`config.mk`:
```
export PLATFORM = sky130hd
export DESIGN_NAME = datapath_param
export DESIGN_NICKNAME = d
export VERILOG_FILES = /design/src/rtl/datapath_param.sv
export SDC_FILE = /design/constraint.sdc
export NUM_CORES = 1
export LEC_CHECK = 0
export BUFFER_PORTS_ARGS = -buffer_cell sky130_fd_sc_hd__buf_2
export CORE_UTILIZATION = 36
export CTS_CLUSTER_DIAMETER = 150
export DETAILED_ROUTE_END_ITERATION = 6
export GPL_ROUTABILITY_DRIVEN = 0
export HOLD_SLACK_MARGIN = 0.05
export MAX_ROUTING_LAYER = met4
export PLACE_DENSITY = 0.62
export SETUP_SLACK_MARGIN = 0.2
export SYNTH_ARGS = -nofsm -noshare
export SYNTH_HDL_FRONTEND = slang
export SYNTH_SLANG_ARGS = --single-unit
```
`constraint.sdc`:
```
create_clock -name clk -period 5.52 [get_ports clk]
set_input_delay 0.276 -clock clk [delete_from_list [all_inputs] [get_ports clk]]
set_output_delay 0.276 -clock clk [all_outputs]
set_load 0.01 [all_outputs]
```
`src/rtl/datapath_param.sv`:
```
// datapath_param: parametrised processor datapath with PC, IR, register file, ALU and registered flags.
// Define DATAPATH_EXT_ALU_EN to enable XOR/SHL/SHR/PASS on ALU ops 100-111; otherwise those ops return 0.
module datapath_param #(
  parameter int DATA_W = 16,
  parameter int ADDR_W = 5,
  parameter int NREG   = 4,
  parameter int OPC_W  = 5
) (
  input  logic              clk,
  input  logic              rst_n,
  input  logic              branch,
  input  logic              pc_enable,
  input  logic              ir_enable,
  input  logic              addr_sel,
  input  logic              c_sel,
  input  logic              write_reg_enable,
  input  logic              flags_enable,
  input  logic [2:0]        operation,
  output logic [OPC_W-1:0]  decoded_instruction,
  output logic              zero,
  output logic              neg,
  output logic              unsigned_overflow,
  output logic              signed_overflow,
  input  logic [DATA_W-1:0] data_in,
  output logic [DATA_W-1:0] data_out,
  output logic [ADDR_W-1:0] addr_ram
);

  localparam int REG_W = $clog2(NREG);
  localparam int LOW_W = (ADDR_W > 3*REG_W) ? ADDR_W : 3*REG_W;
  localparam int MSB   = DATA_W - 1;

  // Only the opcode and the low operand/address bits of IR are ever observed, so only those are stored.
  logic [OPC_W-1:0]  ir_opc;
  logic [LOW_W-1:0]  ir_low;
  logic [ADDR_W-1:0] pc;
  logic [DATA_W-1:0] rf [NREG];

  logic [REG_W-1:0]  dst;
  logic [REG_W-1:0]  sel_a;
  logic [REG_W-1:0]  sel_b;
  logic [ADDR_W-1:0] addr_field;

  logic [DATA_W-1:0] op_a;
  logic [DATA_W-1:0] op_b;
  logic [DATA_W-1:0] alu_result;
  logic [DATA_W:0]   sum_ext;
  logic              alu_uov;
  logic              alu_sov;

  assign dst        = ir_low[3*REG_W-1:2*REG_W];
  assign sel_a      = ir_low[2*REG_W-1:REG_W];
  assign sel_b      = ir_low[REG_W-1:0];
  assign addr_field = ir_low[ADDR_W-1:0];

  assign decoded_instruction = ir_opc;
  assign addr_ram            = addr_sel ? addr_field : pc;
  assign op_a                = rf[sel_a];
  assign op_b                = rf[sel_b];
  assign data_out            = rf[dst];

  always_ff @(posedge clk or negedge rst_n) begin
    if (!rst_n) begin
      ir_opc <= '0;
      ir_low <= '0;
    end else if (ir_enable) begin
      ir_opc <= data_in[DATA_W-1 -: OPC_W];
      ir_low <= data_in[LOW_W-1:0];
    end
  end

  // Branch target comes from the IR value before this edge, even if IR is loading at the same time.
  always_ff @(posedge clk or negedge rst_n) begin
    if (!rst_n) begin
      pc <= '0;
    end else if (pc_enable) begin
      if (branch) pc <= addr_field;
      else        pc <= pc + ADDR_W'(1);
    end
  end

  always_ff @(posedge clk or negedge rst_n) begin
    if (!rst_n) begin
      for (int i = 0; i < NREG; i++) rf[i] <= '0;
    end else if (write_reg_enable) begin
      rf[dst] <= c_sel ? data_in : alu_result;
    end
  end

  always_comb begin
    alu_result = '0;
    alu_uov    = 1'b0;
    alu_sov    = 1'b0;
    sum_ext    = '0;
    case (operation)
      3'b000: begin
        sum_ext    = {1'b0, op_a} + {1'b0, op_b};
        alu_result = sum_ext[DATA_W-1:0];
        alu_uov    = sum_ext[DATA_W];
        alu_sov    = (op_a[MSB] == op_b[MSB]) && (alu_result[MSB] != op_a[MSB]);
      end
      3'b001: begin
        alu_result = op_a - op_b;
        alu_uov    = (op_a < op_b);
        alu_sov    = (op_a[MSB] != op_b[MSB]) && (alu_result[MSB] != op_a[MSB]);
      end
      3'b010: alu_result = op_a & op_b;
      3'b011: alu_result = op_a | op_b;
`ifdef DATAPATH_EXT_ALU_EN
      3'b100: alu_result = op_a ^ op_b;
      3'b101: begin
        alu_result = {op_a[DATA_W-2:0], 1'b0};
        alu_uov    = op_a[MSB];
      end
      3'b110: begin
        alu_result = {1'b0, op_a[DATA_W-1:1]};
        alu_uov    = op_a[0];
      end
      3'b111: alu_result = op_b;
`endif
      default: alu_result = '0;
    endcase
  end

  // Flags track the ALU regardless of what gets written back, so a load can still latch them.
  always_ff @(posedge clk or negedge rst_n) begin
    if (!rst_n) begin
      zero              <= 1'b0;
      neg               <= 1'b0;
      unsigned_overflow <= 1'b0;
      signed_overflow   <= 1'b0;
    end else if (flags_enable) begin
      zero              <= (alu_result == '0);
      neg               <= alu_result[MSB];
      unsigned_overflow <= alu_uov;
      signed_overflow   <= alu_sov;
    end
  end

endmodule

```
==> impl_metrics.toml <==
[run_status]
outcome = "finished clean"

[synth]
synth_edf_count = 0
dominant_synthesized_flop_cell = "sky130_fd_sc_hd__dfrtp_1"
post_synthesis_sequential_area_ratio_pct = 30.6
post_synthesis_net_count = 801
syn_area_mm2 = 0.00686
synth_cells = 722
synth_register_bits = 84
synth_async_sr_flop_share_pct = 100
yosys_warnings = 0
synth.avg_cell_area_um2 = 9.50
netlist-cell-type-count = 75

[critical_path]
start_kind = "flip-flop"
worst_setup_path_end_kind = "flip-flop"
timing.critical_path.cells = "mux4_2 -> ha_1 -> fa_1 -> a21o_1 -> a221o_1 -> a2111oi_1 -> nor3_2 -> xnor2_1 -> a22o_2 -> or4_4 -> nor4_2 -> a22o_1"
crit_required_ns = 5.80
crit_cells = 12
rr_worst_depth = 12
critical-path-top-delay-family = "compound AO/OA/AOI/OAI gates"
worstPathBufferInverterCount = 0
slowest_stage = "sky130_fd_sc_hd__dfrtp_1"
cp_data_arrival_time_ns = 4.75
timing.setup.critical_path_class = "flip-flop to flip-flop"
cp_max_fo = 19
maximum_cell_stage_delay_along_the_critical_path_ns = 0.86

[clock_network]
clk_latency_worst_skew_pair_ns = 0.34
cts-buffers-inserted = 9
cts.repair_timing.setup_buffer_count = 0
clockRootBuffer = "sky130_fd_sc_hd__clkbuf_16"
tritoncts_clock_tree = "built"
clk_path_buf_depth = 2
clk_pin_slew_worst_paths_ns = 0.06
clock_sinks = 84
clock_tree.htree_level_count = 3

[placement]
place.detailed.instances = 972
place.detailed.hpwl_um = 14200
port-buffer-count = 57

[timing]
hold_viol = 0
rsz0062_at_grt = "no"
max_slew_headroom_pct = 23.4
timing.final.setup_violations = 0
period_minus_slack_ns = 4.47
totalNegativeSetupSlack_ns = 0
max_freq_ghz = 0.224
worstMarginPinSlew_ns = 1.15
final-max-slew-violation-count = 0
fin_worst_hold_slack_ns = 0.191
finalClockSkew_ns = 0.00537
period_share_pct = 81.0

[worst_hold_path]
hold-path-cell-count = 2
holdCritPathClass = "input pin to flip-flop"

[die]
core_area_mm2 = 0.0187
floorplan.initialDensity_pct = 36.7
placement_rows = 50
die_y_um = 140
pin_count = 58
floorplan.die.width_um = 140
design.die.area_mm2 = 0.0196

[routing]
route.vias.total = 5619
drt_via_density = 5.69
detail_route.wl_per_cell_um = 18.9
residual_drc = 0
firstDrtPassIters = 5
totalWireLength_um = 18700
detail-route-antenna-nets = 0
initialDrtViolationCount = 575

[global_routing]
antenna_found_initial = 0
grt-ovfl-total = 0
first_global_vias = 5451
maximum_number_of_pins_on_one_net_before_global_route_repair = 72
grt.total_usage_pct = 20.5
grt_first_pass_wirelength_um = 30200

[layout]
final_standard_cell_count_with_taps_included_and_fillers_excluded = 988
layout.core_utilization_pct = 40.6
area.growth.synth_to_final_pct = 10.7
insertedDiodeCount = 0
finish.net_count = 829
most_common_library_cell_in_the_layout_ignoring_fill_and_taps = "sky130_fd_sc_hd__nand2_1"
filler_cell_count = 1814
mostFrequentLayoutCells = "sky130_fd_sc_hd__nand2_1 (93), sky130_fd_sc_hd__dfrtp_1 (84), sky130_fd_sc_hd__o21ai_0 (76)"
post_route_cells_drive_above_1_share_pct = 21.4

[power_and_ir_drop]
powerDensity_mw_per_mm2 = 503
power.share.clock_pct = 15.6
vdd_ir_drop_max_mv = 0.224
power_frac_comb_pct = 58.0
net-switching-power_uw = 1730
power.static_leakage_uw = 0.00339
power.switching_fraction_pct = 45.2
sequentialPowerShare_pct = 26.4
internal_power_uw = 2100

[job]
drv.max_cap_violation_count = 0
[Yosys cell counts, types with 6 or more instances]
cell	count	area [um2]
sky130_fd_sc_hd__mux4_2	49	1100
sky130_fd_sc_hd__ha_1	49	613
sky130_fd_sc_hd__nand2_1	93	349
sky130_fd_sc_hd__mux2i_1	9	90.1
sky130_fd_sc_hd__a31oi_1	7	43.8
sky130_fd_sc_hd__nor2_1	41	154
sky130_fd_sc_hd__dfrtp_1	84	2100
sky130_fd_sc_hd__nand3_1	7	35.0
sky130_fd_sc_hd__mux2_2	16	180
sky130_fd_sc_hd__inv_1	51	191
sky130_fd_sc_hd__buf_1	7	26.3
sky130_fd_sc_hd__nand2b_1	6	37.5
sky130_fd_sc_hd__nor3_1	13	65.1
sky130_fd_sc_hd__a21oi_1	40	200
sky130_fd_sc_hd__clkbuf_1	34	128
sky130_fd_sc_hd__a21o_1	11	82.6
sky130_fd_sc_hd__a211oi_1	10	75.1
sky130_fd_sc_hd__o21ai_0	76	380
[power groups by stage]
| stage | logic, uW | clock network, uW | registers [uW] |
|---|---|---|---|
| after floorplan | 1720 | 0 | 925 |
| after global placement | 2170 | 0 | 996 |
| after detailed placement | 2190 | 0 | 1010 |
| after CTS | 2200 | 604 | 1000 |
| after global routing | 2460 | 628 | 1040 |
| final | 2220 | 595 | 1010 |
[stage by stage]
stage | power [uW] | setup slack, ns | area, um2
final | 3820 | 1.05 | 7590
after global routing | 4130 | 0.808 | 7590
after CTS | 3810 | 1.04 | 7590
after detailed placement | 3200 | 1.05 | 7290
after global placement | 3170 | 1.14 | 7290
after floorplan | 2640 | 0.703 | 6860
[worst paths after layout]
| check | from | endpoint | slack (ns) |
|---|---|---|---|
| setup / recovery | ir_low[3]$_DFFE_PN0P_ | zero$_DFFE_PN0P_ | 1.05 |
| hold reg to reg | signed_overflow$_DFFE_PN0P_ | signed_overflow$_DFFE_PN0P_ | 0.49 |
| hold / removal | data_in[5] | ir_low[5]$_DFFE_PN0P_ | 0.19 |
| min in group asynchronous | rst_n | rf[16]$_DFFE_PN0P_ | 0.32 |
| max in group asynchronous | rst_n | rf[45]$_DFFE_PN0P_ | 4.06 |
| setup reg to reg | ir_low[3]$_DFFE_PN0P_ | zero$_DFFE_PN0P_ | 1.05 |
[metal layers]
metal  share of wire, %  track usage (%)
met1                 47             28.0
met2                 46             32.1
met3                4.5             2.12
met4                2.2             6.25
met5                  0                -
[registers in the layout, indices dropped and copies added, names as in the netlist]
| register | cells |
|---|---|
| ir_low | 6 |
| zero | 1 |
| rf | 64 |
| unsigned_overflow | 1 |
| decoded_instruction | 5 |
| signed_overflow | 1 |
| pc | 5 |
| neg | 1 |
[final cells by class]
| type | count | area [um2] | area share, % |
|---|---|---|---|
| inverter | 51 | 191 | 2.52 |
| clock buffer | 10 | 239 | 3.15 |
| clock inverter | 5 | 52.6 | 0.692 |
| multi-input combinational | 538 | 4360 | 57.4 |
| tap | 234 | 293 | 3.86 |
| timing repair buffer | 66 | 358 | 4.71 |
| sequential | 84 | 2100 | 27.7 |
[cells by family after synthesis]
group,count (synthesis),synth area share [%]
compound gates,208,19.5
xor+xnor,8,1.02
fa+ha+maj,51,9.52
buf+inv,100,5.82
flops,84,30.6
mux,75,20.2
simple gates,196,13.3
[what timing repair did]
item | CTS | global route
resized for setup | 0 | 0
hold buffers | 1 | 0
endpoints found under the hold margin | 13 | 0
Power figures use the tool's default switching activity.
